==> config.mk <==
export PLATFORM = sky130hd
export DESIGN_NAME = dcache_data_responder
export DESIGN_NICKNAME = d
export VERILOG_FILES = /design/src/rtl/dcache_data_responder.sv
export SDC_FILE = /design/constraint.sdc
export NUM_CORES = 1
export LEC_CHECK = 0
export ABC_AREA = 1
export CORE_MARGIN = 3
export CORE_UTILIZATION = 32
export CTS_CLUSTER_DIAMETER = 150
export DETAILED_ROUTE_END_ITERATION = 7
export PLACE_DENSITY = 0.86
export SYNTH_ARGS = -nofsm -noshare
export SYNTH_HDL_FRONTEND = slang
export SYNTH_SLANG_ARGS = --single-unit
==> constraint.sdc <==
create_clock -name clk -period 3.21 [get_ports clk]
set_input_delay 0.321 -clock clk [delete_from_list [all_inputs] [get_ports clk]]
set_output_delay 0.321 -clock clk [all_outputs]
set_load 0.005 [all_outputs]
==> src/rtl/dcache_data_responder.sv <==
// Data-side request tracker: forwards pipeline loads/stores to the memory bus with byte strobes,
// tracks outstanding transactions in order and returns registered responses tagged with a cancel flag.
module dcache_data_responder #(
  parameter int DEPTH = 2
) (
  input  logic        clk,
  input  logic        resetn,
  input  logic        flush,
  input  logic        req,
  input  logic        wr,
  input  logic [1:0]  size,
  input  logic [31:0] addr,
  input  logic [31:0] wdata,
  output logic        addr_ok,
  output logic        data_ok,
  output logic [31:0] rdata,
  output logic        data_cancel,
  output logic        protocol_err,
  output logic        mem_req,
  output logic        mem_wr,
  output logic [1:0]  mem_size,
  output logic [31:0] mem_addr,
  output logic [3:0]  mem_wstrb,
  output logic [31:0] mem_wdata,
  input  logic        mem_addr_ok,
  input  logic        mem_data_ok,
  input  logic [31:0] mem_rdata
);

  localparam int CW = $clog2(DEPTH + 1);
  localparam int PW = (DEPTH > 1) ? $clog2(DEPTH) : 1;
  localparam logic [CW-1:0] FULL_COUNT = CW'(DEPTH);
  localparam logic [PW-1:0] LAST_PTR   = PW'(DEPTH - 1);

  logic [CW-1:0]    count;
  logic [PW-1:0]    wr_ptr;
  logic [PW-1:0]    rd_ptr;
  logic [DEPTH-1:0] cancel_flags;
  logic             full;
  logic             push;
  logic             pop;

  assign full      = (count == FULL_COUNT);
  assign mem_req   = req & ~full & ~flush;
  assign addr_ok   = mem_req & mem_addr_ok;
  assign mem_wr    = wr;
  assign mem_size  = size;
  assign mem_addr  = addr;
  assign mem_wdata = wdata;

  assign push = addr_ok;
  assign pop  = mem_data_ok & (count != '0);

  always_comb begin
    mem_wstrb = 4'b0000;
    if (wr) begin
      case (size)
        2'd0:    mem_wstrb = 4'b0001 << addr[1:0];
        2'd1:    mem_wstrb = addr[1] ? 4'b1100 : 4'b0011;
        default: mem_wstrb = 4'b1111;
      endcase
    end
  end

  // Flags of empty slots may also be set by a flush; harmless since a push always rewrites its slot.
  always_ff @(posedge clk or negedge resetn) begin
    if (!resetn) begin
      count        <= '0;
      wr_ptr       <= '0;
      rd_ptr       <= '0;
      cancel_flags <= '0;
    end else begin
      for (int i = 0; i < DEPTH; i++) begin
        if (push && (wr_ptr == PW'(i))) begin
          cancel_flags[i] <= 1'b0;
        end else if (flush) begin
          cancel_flags[i] <= 1'b1;
        end
      end
      if (push) begin
        wr_ptr <= (wr_ptr == LAST_PTR) ? '0 : wr_ptr + PW'(1);
      end
      if (pop) begin
        rd_ptr <= (rd_ptr == LAST_PTR) ? '0 : rd_ptr + PW'(1);
      end
      case ({push, pop})
        2'b10:   count <= count + CW'(1);
        2'b01:   count <= count - CW'(1);
        default: count <= count;
      endcase
    end
  end

  always_ff @(posedge clk or negedge resetn) begin
    if (!resetn) begin
      data_ok     <= 1'b0;
      rdata       <= '0;
      data_cancel <= 1'b0;
    end else begin
      data_ok <= pop;
      if (pop) begin
        rdata       <= mem_rdata;
        data_cancel <= cancel_flags[rd_ptr] | flush;
      end
    end
  end

  // A bus response with nothing outstanding means the bus and tracker are out of sync.
  always_ff @(posedge clk or negedge resetn) begin
    if (!resetn) begin
      protocol_err <= 1'b0;
    end else if (mem_data_ok && (count == '0)) begin
      protocol_err <= 1'b1;
    end
  end

endmodule

After elaboration in Yosys (flattened, before gate mapping) --
Index checks and enable logic that the tools add are counted.
Storage, ports and cells: register bits after elaboration 41, bits of input ports 105
Cells by class: multiplexer cells 11, equal/unequal tests 4, bitwise operators 8, shift-type cells 1, add/subtract/negate cells 4, reduce and logical (&&, ||, !) cells 9, order comparisons 1
Operators with widths (number):
- 4-bit two-way mux | 2
- 4-bit case mux with 2 select lines | 1
- 2-bit nonzero test | 4
- 1-bit two-way mux | 7
- 1-bit bitwise AND | 4
- 2-bit by 1-bit == test with 1-bit output (second input constant) | 2
- 2-bit == test (second input constant) | 2
- 2-bit zero test | 2
- 2-bit case mux with 2 select lines | 1
- 1-bit by 2-bit left shift with 4-bit output (first input constant) | 1
- 1-bit logical AND | 3
- 1-bit NOT | 3
- 1-bit adder (second input constant) | 2
- 2-bit by 1-bit adder with 2-bit output (second input constant) | 1
- 1-bit by 2-bit less-than comparator with 1-bit output (second input constant) | 1
- 2-bit by 1-bit subtractor with 2-bit output (second input constant) | 1
- 1-bit bitwise OR | 1

Depth between registers and ports, before layout --
depth in word-level cells 7, gate-level depth with buffers 10

Worst setup path before layout --
OpenSTA, ideal clock, no wires.
path type reg2reg, start register count[1], end register count[1], data required time 3087 ps, buffers on the path 1, arrival 1380 ps, setup slack 1707 ps, cell stages (with the launch flop) 10, cell sequence dfrtp_1 -> inv_1 -> nand2_2 -> nand2_4 -> inv_4 -> buf_6 -> ha_1 -> inv_1 -> nand3_1 -> xor2_1
On the way: elaborated cells between the ends (all ways) 13
RTL lines:
- start: declaration | RTL line 35 | logic [CW-1:0] count;
- start signal: assignment | RTL line 87 | 2'b10: count <= count + CW'(1);
- start signal: assignment | RTL line 88 | 2'b01: count <= count - CW'(1);
- start signal: assignment | RTL line 89 | default: count <= count;
- 2-bit nonzero test (*) | RTL line 52 | assign pop = mem_data_ok & (count != '0);
- 1-bit bitwise AND (*) | RTL line 52
- net pop | RTL line 41 | logic pop;
- 2-bit by 1-bit == test with 1-bit output or 2-bit == test (tied branches) | RTL line 86 | case ({push, pop})
- 2-bit case mux with 2 select lines or 2-bit nonzero test (tied branches)
Mark *: on every way through the listed nets, which the timed path passes. The rest lies on a longest branch. A chain may end at the register's enable or synchronous reset.

Final worst setup path --
start input req, end output addr_ok
On the way: longest elaborated chain between the ends 3
Ends and longest elaborated chain:
- start: declaration | RTL line 9 | input logic req,
- 1-bit bitwise AND (2 in series) | RTL line 44 | assign mem_req = req & ~full & ~flush;
- 1-bit bitwise AND | RTL line 45 | assign addr_ok = mem_req & mem_addr_ok;
- end: declaration | RTL line 14 | output logic addr_ok,
No other way between the ends.

==> flow_metrics.py <==
metrics = {
    "status": {
        "status": "finished clean",
    },
    "timing": {
        "hold_violations": 0,
        "rsz0062_at_grt": "no",
        "worst_pin_slew_ns": 0.913,
        "finalSetupTns_ns": 0,
        "slew_headroom_pct": 39.1,
        "finClkSkew_ns": 0.00938,
        "fin_crit_ns": 2.03,
        "report.final.slew_viol_count": 0,
        "finalCritPeriodShare_pct": 63.2,
        "fmax_ghz": 0.493,
        "setup_violations": 0,
    },
    "logic_synthesis": {
        "yosysTopAreaCell": "dfrtp_1",
        "synth_cell_types": 19,
        "synth_cells": 261,
        "synthAdderAreaFrac_pct": 0.571,
        "synth_top_family_by_area": "buffers and inverters",
        "synth_edf_count": 0,
        "synth_flop_cell": "dfrtp_1",
        "synth-async-reset-ratio_pct": 100,
        "yosysSeqAreaShare_pct": 46.8,
        "synth_xor_area_share_pct": 1.20,
        "synth-compound-area-share_pct": 2.23,
        "synth-seq-cells": 41,
        "synth_top_area_share_pct": 46.8,
        "syn_area_per_cell_um2": 8.40,
        "syn_nets": 367,
        "ys_warn_count": 0,
        "synth-simple-area-share_pct": 21.4,
        "ys_top_cells_by_count": "111 x nand2_1, 68 x buf_4, 41 x dfrtp_1",
        "netlist_top_cells_area": "dfrtp_1 47%, buf_4 23%, nand2_1 19%",
        "syn_area_um2": 2190,
        "yosysMostFrequentCell": "nand2_1",
        "synthMuxAreaShare_pct": 0,
    },
    "placed_design": {
        "gp_congestion": 0.706,
        "port_buffers": 88,
        "place_inst": 354,
        "hpwl_um": 3730,
    },
    "floorplanning": {
        "die_area_um2": 7880,
        "coreArea_um2": 6490,
        "initial_core_util_pct": 33.8,
        "die_w_um": 88.8,
        "ios": 213,
        "row_count": 29,
        "die_h_um": 88.8,
    },
    "critical_path": {
        "path_delay_family": "buffers and inverters",
        "cp.required_ns": 2.89,
        "cp_num_buf_inv": 4,
        "critPathKind": "in -> out",
        "endpoint_kind": "primary output",
        "r2r_start": "count[1]$_DFFE_PN0P_",
        "cp_num_cells": 6,
        "crit_chain": "clkdlybuf4s50_1 > inv_1 > nor2_1 > nand3_1 > inv_1 > clkdlybuf4s50_1",
        "worst-r2r-cell-count": 8,
        "cpMaxStageDelayCell": "clkdlybuf4s50_1",
        "worstSetupStartpoint": "req",
        "arrival_ns": 1.71,
        "slowest_delay_ns": 0.49,
        "critPathLaunchType": "primary input",
        "crit_fanout": 3,
    },
    "grt": {
        "grt_pass1_vias": 1697,
        "grt_pass1_wl_um": 7750,
        "grt_remaining_overflow": 0,
        "gr-usage-all-layers_pct": 12.8,
        "grt_max_degree": 42,
        "antenna_found_initial": 0,
    },
    "clock_network": {
        "post-cts-setup-buffers": 0,
        "cts_resized": 0,
        "cts_max_level": 2,
        "clkTransAtPathRegs_ns": 0.09,
        "clockBufferDepth": 2,
        "cts_tree": "done",
        "cts.sinks": 41,
        "clockRootBuffer": "clkbuf_8",
        "clkLatencyLatePin_ns": 0.29,
        "cts_hold_buf": 0,
        "numCtsBuffers": 5,
    },
    "power_and_ir_drop": {
        "ir_drop_uv": 345,
        "p_leak_nw": 1.34,
        "p_per_area_nw_per_um2": 778,
        "finalPower_w": 0.00213,
    },
    "final_layout": {
        "multi_input_area_um2": 557,
        "fillers": 624,
        "antennaDiodeCount": 0,
        "drive_gt1_share_pct": 5.26,
        "finalNonFillerCells": 362,
        "syn_to_final_growth_pct": 24.7,
        "final_net_count": 390,
        "seq_area_um2": 1030,
    },
    "detailed_routing": {
        "wl_met3_um": 529,
        "top_layer_used": "met4",
        "viasPerCell": 4.42,
        "vias": 1600,
        "dr.first_iter.drc_count": 43,
        "wl_met1_um": 1800,
        "wl_met2_um": 2540,
        "ant_nets": 0,
        "routedWlPerCell_um": 13.9,
        "drc": 0,
        "wirelength_um": 5030,
        "dr.pass1.iters": 4,
    },
    "min_path": {
        "min-delay-path-class": "in -> async",
    },
    "run": {
        "drv_cap": 0,
    },
}
[path summary, 6_finish.rpt]
check                                         to  slack [ns]
max                                      addr_ok        1.18
min                        rdata[13]$_DFFE_PN0P_        0.16
max reg2reg                 count[1]$_DFFE_PN0P_        1.51
min reg2reg                rdata[31]$_DFFE_PN0P_        0.48
max in group asynchronous     rd_ptr$_DFFE_PN0P_        2.49
min in group clk           rdata[31]$_DFFE_PN0P_        0.48
[logic make-up (layout without fill, tap and decap cells)]
kind of cell / after synthesis / after routing
AO/OA/AOI/OAI: 9 / 9
XOR/XNOR: 3 / 3
adder cells (fa/ha/maj): 1 / 1
buffers and inverters: 87 / 111
flip-flops: 41 / 41
AND/OR/NAND/NOR: 120 / 120
[registers in the layout, summed over array words and instances, names as in the netlist]
signal / flops
count: 2
data_cancel: 1
data_ok: 1
rd_ptr: 1
rdata: 32
wr_ptr: 1
protocol_err: 1
cancel_flags: 2
[report_power, final]
group	switching, W	internal, W
sequential	0.000122	0.000726
clock	0.000190	0.000233
combinational	0.000367	0.000488
[per-stage QoR]
stage | utilization, % | cell area [um^2] | hold slack, ns | setup slack (ns)
2_1_floorplan | - | 2190 | 0.0254 | 1.71
3_3_place_gp | 40.3 | 2620 | 0.450 | 1.19
3_5_place_dp | 40.3 | 2620 | 0.463 | 1.18
4_1_cts | 42.1 | 2730 | 0.187 | 1.18
5_1_grt | 42.1 | 2730 | 0.236 | 1.06
6_report | 42.1 | 2730 | 0.161 | 1.18
[layout make-up]
class / instances / area share [%]
Clock buffer: 5 / 2.52
Clock inverter: 3 / 1.69
Inverter: 14 / 2.01
Multi-Input combinational cell: 133 / 20.4
Sequential cell: 41 / 37.5
Tap cell: 77 / 3.53
Timing Repair Buffer: 89 / 32.3
[per-layer routing]
| metal | GRT usage (%) | vias to the layer above |
|---|---|---|
| met5 | 0 | - |
| met4 | 6.59 | 0 |
| met3 | 5.40 | 24 |
| met2 | 23.5 | 94 |
| met1 | 12.0 | 719 |
| li1 | - | 763 |
[layout by cell type (no fill, tap or decap), types with 2 or more instances in the layout]
master,instances
clkdlybuf4s50_1,87
nand2_1,111
xor2_1,2
nand3_1,3
a21oi_1,4
inv_1,12
dfrtp_1,41
clkbuf_8,5
nor2_1,2
o21ai_0,4
nand4_1,2
No activity file was read; power rests on OpenSTA's default activity.
